===== src/rtl/lc3_alu_pkg.sv =====
// Shared types and helpers for the LC-3 execute-stage ALU.
package lc3_alu_pkg;

    localparam int NZP_W = 64;

    typedef enum logic [2:0] {
        OP_ADD  = 3'b000,
        OP_AND  = 3'b001,
        OP_NOT  = 3'b010,
        OP_PASS = 3'b011,
        OP_MUL  = 3'b100,
        OP_SUB  = 3'b101
    } alu_op_t;

    typedef enum logic [1:0] {
        IDLE,
        MUL,
        DONE
    } alu_state_t;

    // Callers sign-extend into NZP_W bits, which keeps both sign and zero-ness.
    function automatic logic [2:0] nzp_of(input logic [NZP_W-1:0] v);
        if (v[NZP_W-1])
            return 3'b100;
        else if (v == '0)
            return 3'b010;
        else
            return 3'b001;
    endfunction

endpackage


===== src/rtl/alu_multicycle_mul_shift_add.sv =====
// Iterative shift-add multiplier datapath; sequenced by alu_multicycle.
module mul_shift_add #(
    parameter int WIDTH = 16
) (
    input  logic             i_clk,
    input  logic             i_rst,
    input  logic             i_load,
    input  logic             i_step,
    input  logic [WIDTH-1:0] i_a,
    input  logic [WIDTH-1:0] i_b,
    output logic [WIDTH-1:0] o_acc_next,
    output logic             o_last
);

    localparam int CW = $clog2(WIDTH + 1);

    logic [WIDTH-1:0] r_mcand;
    logic [WIDTH-1:0] r_mplier;
    logic [WIDTH-1:0] r_acc;
    logic [CW-1:0]    r_cnt;
    logic [WIDTH-1:0] w_addend;

    assign w_addend   = r_mplier[0] ? r_mcand : '0;
    assign o_acc_next = r_acc + w_addend;
    assign o_last     = (r_cnt == CW'(WIDTH - 1));

    always_ff @(posedge i_clk or posedge i_rst) begin
        if (i_rst) begin
            r_mcand  <= '0;
            r_mplier <= '0;
            r_acc    <= '0;
            r_cnt    <= '0;
        end else if (i_load) begin
            r_mcand  <= i_a;
            r_mplier <= i_b;
            r_acc    <= '0;
            r_cnt    <= '0;
        end else if (i_step) begin
            r_acc    <= o_acc_next;
            r_mcand  <= r_mcand << 1;
            r_mplier <= r_mplier >> 1;
            r_cnt    <= r_cnt + CW'(1);
        end
    end

endmodule


===== src/rtl/alu_multicycle.sv =====
// Execute-stage ALU: single-cycle ops plus an iterative MUL, start/done handshake.
module alu_multicycle
    import lc3_alu_pkg::*;
#(
    parameter int WIDTH = 16
) (
    input  logic             Clk,
    input  logic             Reset,
    input  logic             start,
    input  logic [2:0]       op,
    input  logic [WIDTH-1:0] A,
    input  logic [WIDTH-1:0] B,
    output logic             ready,
    output logic             busy,
    output logic             done,
    output logic [WIDTH-1:0] result,
    output logic [2:0]       nzp
);

    alu_state_t       r_state;
    alu_state_t       w_state_nxt;
    logic             w_load;
    logic             w_step;
    logic             w_last;
    logic             w_wr;
    logic [WIDTH-1:0] w_single;
    logic [WIDTH-1:0] w_acc_next;
    logic [WIDTH-1:0] w_wdata;

    mul_shift_add #(.WIDTH(WIDTH)) u_mul (
        .i_clk      (Clk),
        .i_rst      (Reset),
        .i_load     (w_load),
        .i_step     (w_step),
        .i_a        (A),
        .i_b        (B),
        .o_acc_next (w_acc_next),
        .o_last     (w_last)
    );

    always_comb begin
        case (op)
            OP_ADD:  w_single = A + B;
            OP_AND:  w_single = A & B;
            OP_NOT:  w_single = ~A;
            OP_SUB:  w_single = A - B;
            default: w_single = A;
        endcase
    end

    always_comb begin
        w_state_nxt = r_state;
        w_load      = 1'b0;
        w_step      = 1'b0;
        w_wr        = 1'b0;
        w_wdata     = w_single;
        case (r_state)
            IDLE: begin
                if (start) begin
                    if (op == OP_MUL) begin
                        w_load      = 1'b1;
                        w_state_nxt = MUL;
                    end else begin
                        w_wr        = 1'b1;
                        w_state_nxt = DONE;
                    end
                end
            end
            MUL: begin
                w_step = 1'b1;
                if (w_last) begin
                    w_wr        = 1'b1;
                    w_wdata     = w_acc_next;
                    w_state_nxt = DONE;
                end
            end
            DONE:    w_state_nxt = IDLE;
            default: w_state_nxt = IDLE;
        endcase
    end

    always_ff @(posedge Clk or posedge Reset) begin
        if (Reset)
            r_state <= IDLE;
        else
            r_state <= w_state_nxt;
    end

    always_ff @(posedge Clk or posedge Reset) begin
        if (Reset) begin
            result <= '0;
            nzp    <= 3'b010;
        end else if (w_wr) begin
            result <= w_wdata;
            nzp    <= nzp_of(NZP_W'($signed(w_wdata)));
        end
    end

    assign ready = (r_state == IDLE);
    assign busy  = (r_state == MUL);
    assign done  = (r_state == DONE);

endmodule

===== config.mk =====
export PLATFORM = sky130hd
export DESIGN_NAME = alu_multicycle
export DESIGN_NICKNAME = d
export VERILOG_FILES = /design/src/rtl/lc3_alu_pkg.sv /design/src/rtl/alu_multicycle_mul_shift_add.sv /design/src/rtl/alu_multicycle.sv
export SDC_FILE = /design/constraint.sdc
export NUM_CORES = 1
export LEC_CHECK = 0
export BUFFER_PORTS_ARGS = -buffer_cell sky130_fd_sc_hd__buf_2
export CORE_MARGIN = 1
export CORE_UTILIZATION = 42
export DETAILED_ROUTE_END_ITERATION = 8
export PLACE_DENSITY = 0.63
export SYNTH_ARGS = -nofsm -noshare
export SYNTH_HDL_FRONTEND = slang
export SYNTH_SLANG_ARGS = --single-unit
export TNS_END_PERCENT = 100

===== constraint.sdc =====
create_clock -name Clk -period 3.5 [get_ports Clk]
set_clock_uncertainty 0.15 [all_clocks]
set_input_delay 0.525 -clock Clk [delete_from_list [all_inputs] [get_ports Clk]]
set_output_delay 0.525 -clock Clk [all_outputs]
set_load 0.02 [all_outputs]

* Word level (Yosys, flattened, before mapping)
Cells that the tools add are included.
** Operators by class
- Equal/unequal tests :: 9
- Mux-type cells :: 26
- Add/subtract/negate cells :: 4
- Reductions and logical operators :: 5
- Bitwise gates (word level) :: 2
** Operator list (number)
- 2-to-1 mux 16 bit :: 9
- logical NOT 64 bit :: 1
- case mux 16 bit (4 select lines) :: 1
- adder 16 bit :: 2
- AND 16 bit :: 1
- inverter 16 bit :: 1
- subtractor 16 bit :: 1
- 2-to-1 mux 5 bit :: 2
- 2-to-1 mux 2 bit :: 4
- 2-to-1 mux 1 bit :: 7
- equality test 3 bit (second input constant) :: 2
- adder 5 x 1 -> 5 bit (second input constant) :: 1
- equality test 5 x 4 -> 1 bit (second input constant) :: 1
- case mux 2 bit (2 select lines) :: 1
- equality test 3 x 1 -> 1 bit (second input constant) :: 1
- equality test 3 x 2 -> 1 bit (second input constant) :: 1
- logical NOT 3 bit :: 1
- 2-to-1 mux 3 bit :: 1
- equality test 2 x 1 -> 1 bit (second input constant) :: 1
- equality test 2 bit (second input constant) :: 1
- logical NOT 2 bit :: 1
- != test 2 x 1 -> 1 bit (second input constant) :: 1
- != test 2 bit (second input constant) :: 1
- case mux 1 bit (2 select lines) :: 1
- 2 further kinds :: 2
** Word-level totals
- Input bits :: 38
- Output and inout port bits :: 22
- Flip-flop bits (word level) :: 74
- Word-level logic and storage cells :: 53

* Logic depth before layout (Yosys ltp)
- Depth after elaboration :: 7
- Mapped depth :: 17
- Gate-level depth less buffers :: 16

* Hierarchy
A second synthesis with hierarchy kept.
** Second synthesis, totals
- Cells, all modules :: 738
- Area total of the unflattened synthesis :: 6068.3 um^2
** By module, submodules not included
- mul_shift_add :: area each 3259.4 um^2, cells an instance 340, instances 1, sequential area each 1326.3 um^2
- alu_multicycle :: area each 2808.9 um^2, cells an instance 398, instances 1, sequential area each 501.7 um^2

* Worst setup path before layout
Ideal clock, no wire load.
- Kind :: in2reg
- From :: in op[0]
- To :: reg nzp[1]
- Data arrival time :: 3805 ps
- Required time :: 3278 ps
- Stages on the path :: 16
- Setup slack :: -527 ps
- Path buffers :: 2
- Setup time :: 72 ps
- Cells stage by stage :: clkbuf_1 -> nand2b_1 -> or2_2 -> clkbuf_1 -> o21ai_0 -> inv_1 -> ha_1 -> nor2b_1 -> o31ai_1 -> a21oi_1 -> o31ai_1 -> mux2i_1 -> o2bb2ai_1 -> o211ai_1 -> or4_1 -> o21ai_1
** Between the ends
- Word-level cells in the longest chain between the ends :: 7
- Elaborated cells on any way between the ends :: 14
- Those cells by class :: eq/ne (4); mux (8); reduce/logical (2)
** RTL lines
- start: declaration :: line alu_multicycle.sv:10 : input logic [2:0] op,
- equality test 3 bit (tied with other cells) :: line alu_multicycle.sv:42 : case (op)
- case mux 16 bit (4 select lines) :: line alu_multicycle.sv:42
- 2-to-1 mux 16 bit :: line alu_multicycle.sv:71 : if (w_last) begin
- 2-to-1 mux 16 bit :: line alu_multicycle.sv:57 : case (r_state)
- logical NOT 64 bit :: line lc3_alu_pkg.sv:25 : else if (v == '0)
- 2-to-1 mux 2 bit :: line lc3_alu_pkg.sv:25
- 2-to-1 mux 3 bit :: line lc3_alu_pkg.sv:23 : if (v[NZP_W-1])
- end signal: assignment :: line alu_multicycle.sv:95 : nzp <= nzp_of(NZP_W'($signed(w_wdata)));
- end: declaration :: line alu_multicycle.sv:17 : output logic [2:0] nzp
Several ways; a longest one is shown, not always the timed one.
A chain may end at the register's enable or synchronous reset.

* Final worst setup path
- From :: reg u_mul.r_mcand[0]
- To :: reg nzp[1]
** Between the ends
- Word-level cells in the longest chain between the ends :: 7
** RTL lines
- start: declaration :: line alu_multicycle_mul_shift_add.sv:17 : logic [WIDTH-1:0] r_mcand;
- start signal: assignment :: line alu_multicycle_mul_shift_add.sv:34 : r_mcand <= i_a;
- start signal: assignment :: line alu_multicycle_mul_shift_add.sv:40 : r_mcand <= r_mcand << 1;
- 2-to-1 mux 16 bit * :: line alu_multicycle_mul_shift_add.sv:23 : assign w_addend = r_mplier[0] ? r_mcand : '0;
- adder 16 bit * :: line alu_multicycle_mul_shift_add.sv:24 : assign o_acc_next = r_acc + w_addend;
- 2-to-1 mux 16 bit * :: line alu_multicycle.sv:71
- 2-to-1 mux 16 bit * :: line alu_multicycle.sv:57
- logical NOT 64 bit :: line lc3_alu_pkg.sv:25
- 2-to-1 mux 2 bit :: line lc3_alu_pkg.sv:25
- 2-to-1 mux 3 bit * :: line lc3_alu_pkg.sv:23
Mark *: on every way between the ends. The rest lies on a longest branch, timed or not.

==> metrics.md <==
| Metric | Value |
|---|---|
| Final hold viol count | `0` |
| Post-synth EDFFs | `0` |
| Synth warn | `0` |
| HP Class | `primary input to flip-flop` |
| Largest family of logic cells by synthesized area | `compound AO/OA/AOI/OAI gates` |
| Setup WS pre-CTS | `-0.627 ns` |
| Initial core utilization | `0.438` |
| CP required | `3.62 ns` |
| Distinct cells, synth | `60` |
| Power density over the cells | `~610 nW/um2` |
| Core area | `between 10000 and 15000 um2` |
| Die area | `~14000 um2` |
| Clock Tree Root | `clkbuf_16` |
| Routed vias/inst | `about 5.7` |
| Final Wtd Congestion | `between 0.8 and 0.9` |
| Internal | `roughly 2.9 mW` |
| Clk_lat worst skew | `roughly 0.35 ns` |
| Cell accounting for the most synthesized area | `dfrtp_1` |
| Total power draw | `~4.7 mW` |
| Std-Cell Rows | `a little over 40` |
| Post-synthesis adder-cell area fraction | `0.0829` |
| # port buffers | `between 50 and 60` |
| Routed len/inst | `between 15 and 20 um` |
| H-tree Lvls | `3` |
| Die height | `approximately 120 um` |
| Clock power frac | `0.216` |
| Kind of critical path | `flip-flop to flip-flop` |
| Final setup viols | `3` |
| Arr. time, crit path | `about 3.8 ns` |
| Die Wd | `~120 um` |
| Worst Path Buf+Inv | `0` |
| Antenna-violating nets left | `0` |
| Net Sw Frac | `0.395` |
| CP max FO | `3` |
| Placed wire-length estimate | `between 10000 and 15000 um` |
| Maximum vdd ir drop | `0.284 mV` |
| Num Clock Sinks | `73` |
| Comb pwr share | `0.484` |
| Ys flop type | `dfrtp_1` |
| Vias in the first global route | `5684` |
| Critical Path Source Type | `flip-flop` |
| DRT Wirelength | `roughly 19000 um` |
| Post-Syn Area | `5610 um2` |
| Post-layout nets | `roughly 940` |
| Global-route wire length before repair | `around 29000 um` |
| Commonest non-fill, non-tap cell in the layout | `nand2_1` |
| Antenna violations before repair | `1` |
| I/O pin count | `60` |
| Post-layout util | `0.600` |
| Most frequent cells in the layout | `129 x nand2_1, 126 x buf_4, 72 x dfrtp_1, 71 x o21ai_0, 57 x buf_2` |
| Measured slew at the worst slew-check pin | `0.576 ns` |
| Minimum clock period | `about 3.6 ns` |
| Setup crit end kind | `flip-flop` |
| DRT Pass-1 Iters | `7` |
| # diodes | `0` |
| Post-Synth XOR/XNOR Area | `0.0546` |
| Slew Limit Headroom | `0.616` |
| Share of layout cells above drive strength 1 | `0.308` |
| Met2 WL | `~8600 um` |
| Clk pin slew, worst setup/hold paths | `about 0.060 ns` |
| Top post-synthesis cells by area | `dfrtp_1 32%, nand2_1 9.0%, ha_1 7.6%, o21ai_0 7.2%, mux2i_1 3.2%` |
| Largest net degree at the start of global routing | `62` |
| Synth Area in Compound Gates | `0.248` |
| Top Family by Delay on Critical Path | `compound AO/OA/AOI/OAI gates` |
| Cell Count, Final, Fillers Out | `slightly above 1000` |
| Max Fclk | `0.276 GHz` |
| Post-synthesis sequential area ratio | `0.326` |
| Post-route DRC | `0` |
| Crit-path slowest cell | `or4_1` |
| Failing checks | `setup timing` |
| Post-Syn Instances | `between 600 and 700` |
| Synthesized area per cell | `roughly 8 um2` |
| Slowest stage delay, CP | `just over 0.5 ns` |
| Area share of the largest cell type after synthesis | `0.321` |
| P_leak | `~3.6 nW` |
| Met1 WL | `roughly 8400 um` |
| DR vias | `roughly 5900` |
| Synth-to-layout area growth | `37.0%` |
| Clk buf depth | `2` |
| Simple-gate area share of the yosys netlist | `0.217` |
| Crit-path cells | `and2_4 -> ha_4 -> fa_2 -> a211oi_4 -> o21bai_2 -> a2111oi_4 -> o21ai_1 -> o41ai_2 -> xnor2_1 -> a211o_1 -> or4_1 -> o21ai_1` |
| CTS tree | `yes` |
| Final hold slack | `0.290 ns` |
| RSZ-0062 raised after global routing | `yes` |
| Mapped Nets | `~770` |
| Status | `complete, but fails checks` |
| Mux share of post-synthesis cell area | `0.0361` |
| Initial drt markers | `314` |
| Tcrit/Tclk final | `1.04` |
| Psw | `roughly 1.9 mW` |
| Setup ws final | `-0.128 ns` |
| Reg power frac | `0.300` |
| Max-Cap Viols | `0` |
| Max-slew violations | `0` |
| Most used cell, CP | `o21ai_1` |
| Highest metal layer with signal wires | `met4` |
| GRT Overall Usage | `0.269` |
| DP Cell Count | `about 1000` |
| FILL cells | `about 1200` |
| Met3 WL | `roughly 1100 um` |
| Remaining global-route overflow | `0` |
| Ys async rst share | `1.00` |
| Yosys reg bits | `73` |
| Num CTS Buffers | `9` |
[logic make-up (layout without fill, tap and decap cells)]
| kind of cell | count (synthesis) | after routing |
|---|---|---|
| buffers and inverters | 53 | 220 |
| DFF | 73 | 73 |
| AOI/OAI and AO/OA | 214 | 214 |
| adders and majority gates | 36 | 36 |
| xor gates and xnor gates | 35 | 35 |
| muxes | 20 | 20 |
| and+or+nand+nor | 268 | 268 |
[layout make-up]
type,instances,area (um2),share of cell area
tap,172,215,0.0280
inverter,14,52.6,0.00683
clock buffer,11,243,0.0316
clock inverter,5,78.8,0.0102
timing repair buffer,190,1320,0.171
multi-input combinational,573,3960,0.514
sequential,73,1830,0.238
[synth_stat cells (3+ instances only)]
| cell type | count |
|---|---|
| a2111oi_0 | 3 |
| a211oi_1 | 7 |
| a21o_1 | 7 |
| a21oi_1 | 23 |
| a221o_1 | 7 |
| a221oi_1 | 3 |
| a22oi_1 | 20 |
| and2_1 | 18 |
| and3_1 | 3 |
| clkbuf_1 | 35 |
| dfrtp_1 | 72 |
| ha_1 | 34 |
| inv_1 | 12 |
| mux2i_1 | 18 |
| nand2_1 | 134 |
| nand2b_1 | 7 |
| nand3_1 | 17 |
| nor2_1 | 35 |
| nor2b_1 | 9 |
| nor3_1 | 24 |
| nor4_1 | 4 |
| o211ai_1 | 5 |
| o21a_1 | 11 |
| o21ai_0 | 81 |
| o21bai_1 | 3 |
| o22ai_1 | 13 |
| o31a_1 | 3 |
| o31ai_1 | 9 |
| or3_1 | 4 |
| or4_1 | 4 |
| xnor2_1 | 17 |
| xor2_1 | 18 |
[state kept, by name, summed over array words and instances (netlist names)]
name            flops
u_mul.r_mplier     16
u_mul.r_cnt         5
result             16
u_mul.r_acc        16
u_mul.r_mcand      16
nzp                 2
r_state             2
[worst min-delay path, delay by kind of cell]
kind	cells	cell delay, ns
AOI/OAI and AO/OA	1	0.06
and+or+nand+nor	1	0.05
buffers and inverters	1	0.11
[layer usage]
layer  global-route usage  vias up
met5                    0        -
met4                0.111        0
met3               0.0480       32
met2                0.432      197
met1                0.356     2849
li1                     -     2844
[final timing paths]
check | depth (start not counted) | slack, ns | from | end
min in group asynchronous | 3 | 0.51 | Reset | u_mul.r_acc[8]$_DFFE_PP0P_
max | 12 | -0.13 | u_mul.r_mcand[0]$_DFFE_PP0P_ | nzp[1]$_DFFE_PP1P_
min reg2reg | 2 | 0.32 | result[3]$_DFFE_PP0P_ | result[3]$_DFFE_PP0P_
max reg2reg | 12 | -0.13 | u_mul.r_mcand[0]$_DFFE_PP0P_ | nzp[1]$_DFFE_PP1P_
max in group asynchronous | 4 | 1.89 | Reset | nzp[1]$_DFFE_PP1P_
min | 3 | 0.29 | B[15] | u_mul.r_mplier[15]$_DFFE_PP0P_
[through the flow]
| stage | TNS, ns | cell area (um2) |
|---|---|---|
| after floorplan | -0.0393 | 5730 |
| after global placement | -2.16 | 6910 |
| after detailed placement | -2.41 | 6910 |
| after CTS | -0.139 | 7400 |
| after global routing | -0.635 | 7690 |
| final | -0.188 | 7690 |
[repair_timing]
| action | 4_1_cts | 5_1_grt |
|---|---|---|
| setup endpoints to repair | 5 | 6 |
| buffers inserted | 9 | 8 |
| hold buffers | 1 | 0 |
| endpoints found under the hold margin | 11 | 0 |
| gates resized for setup | 26 | 48 |
| pin swaps | 12 | 23 |
[power by group through the flow]
stage	Sequential (mW)	Clock [mW]	Combinational, mW
after floorplan	1.45	0	1.17
after global placement	1.40	0	1.96
after detailed placement	1.42	0	2.00
after CTS	1.40	1.03	2.10
after global routing	1.46	1.07	2.49
final	1.41	1.02	2.28
Power figures use the tool's default switching activity.
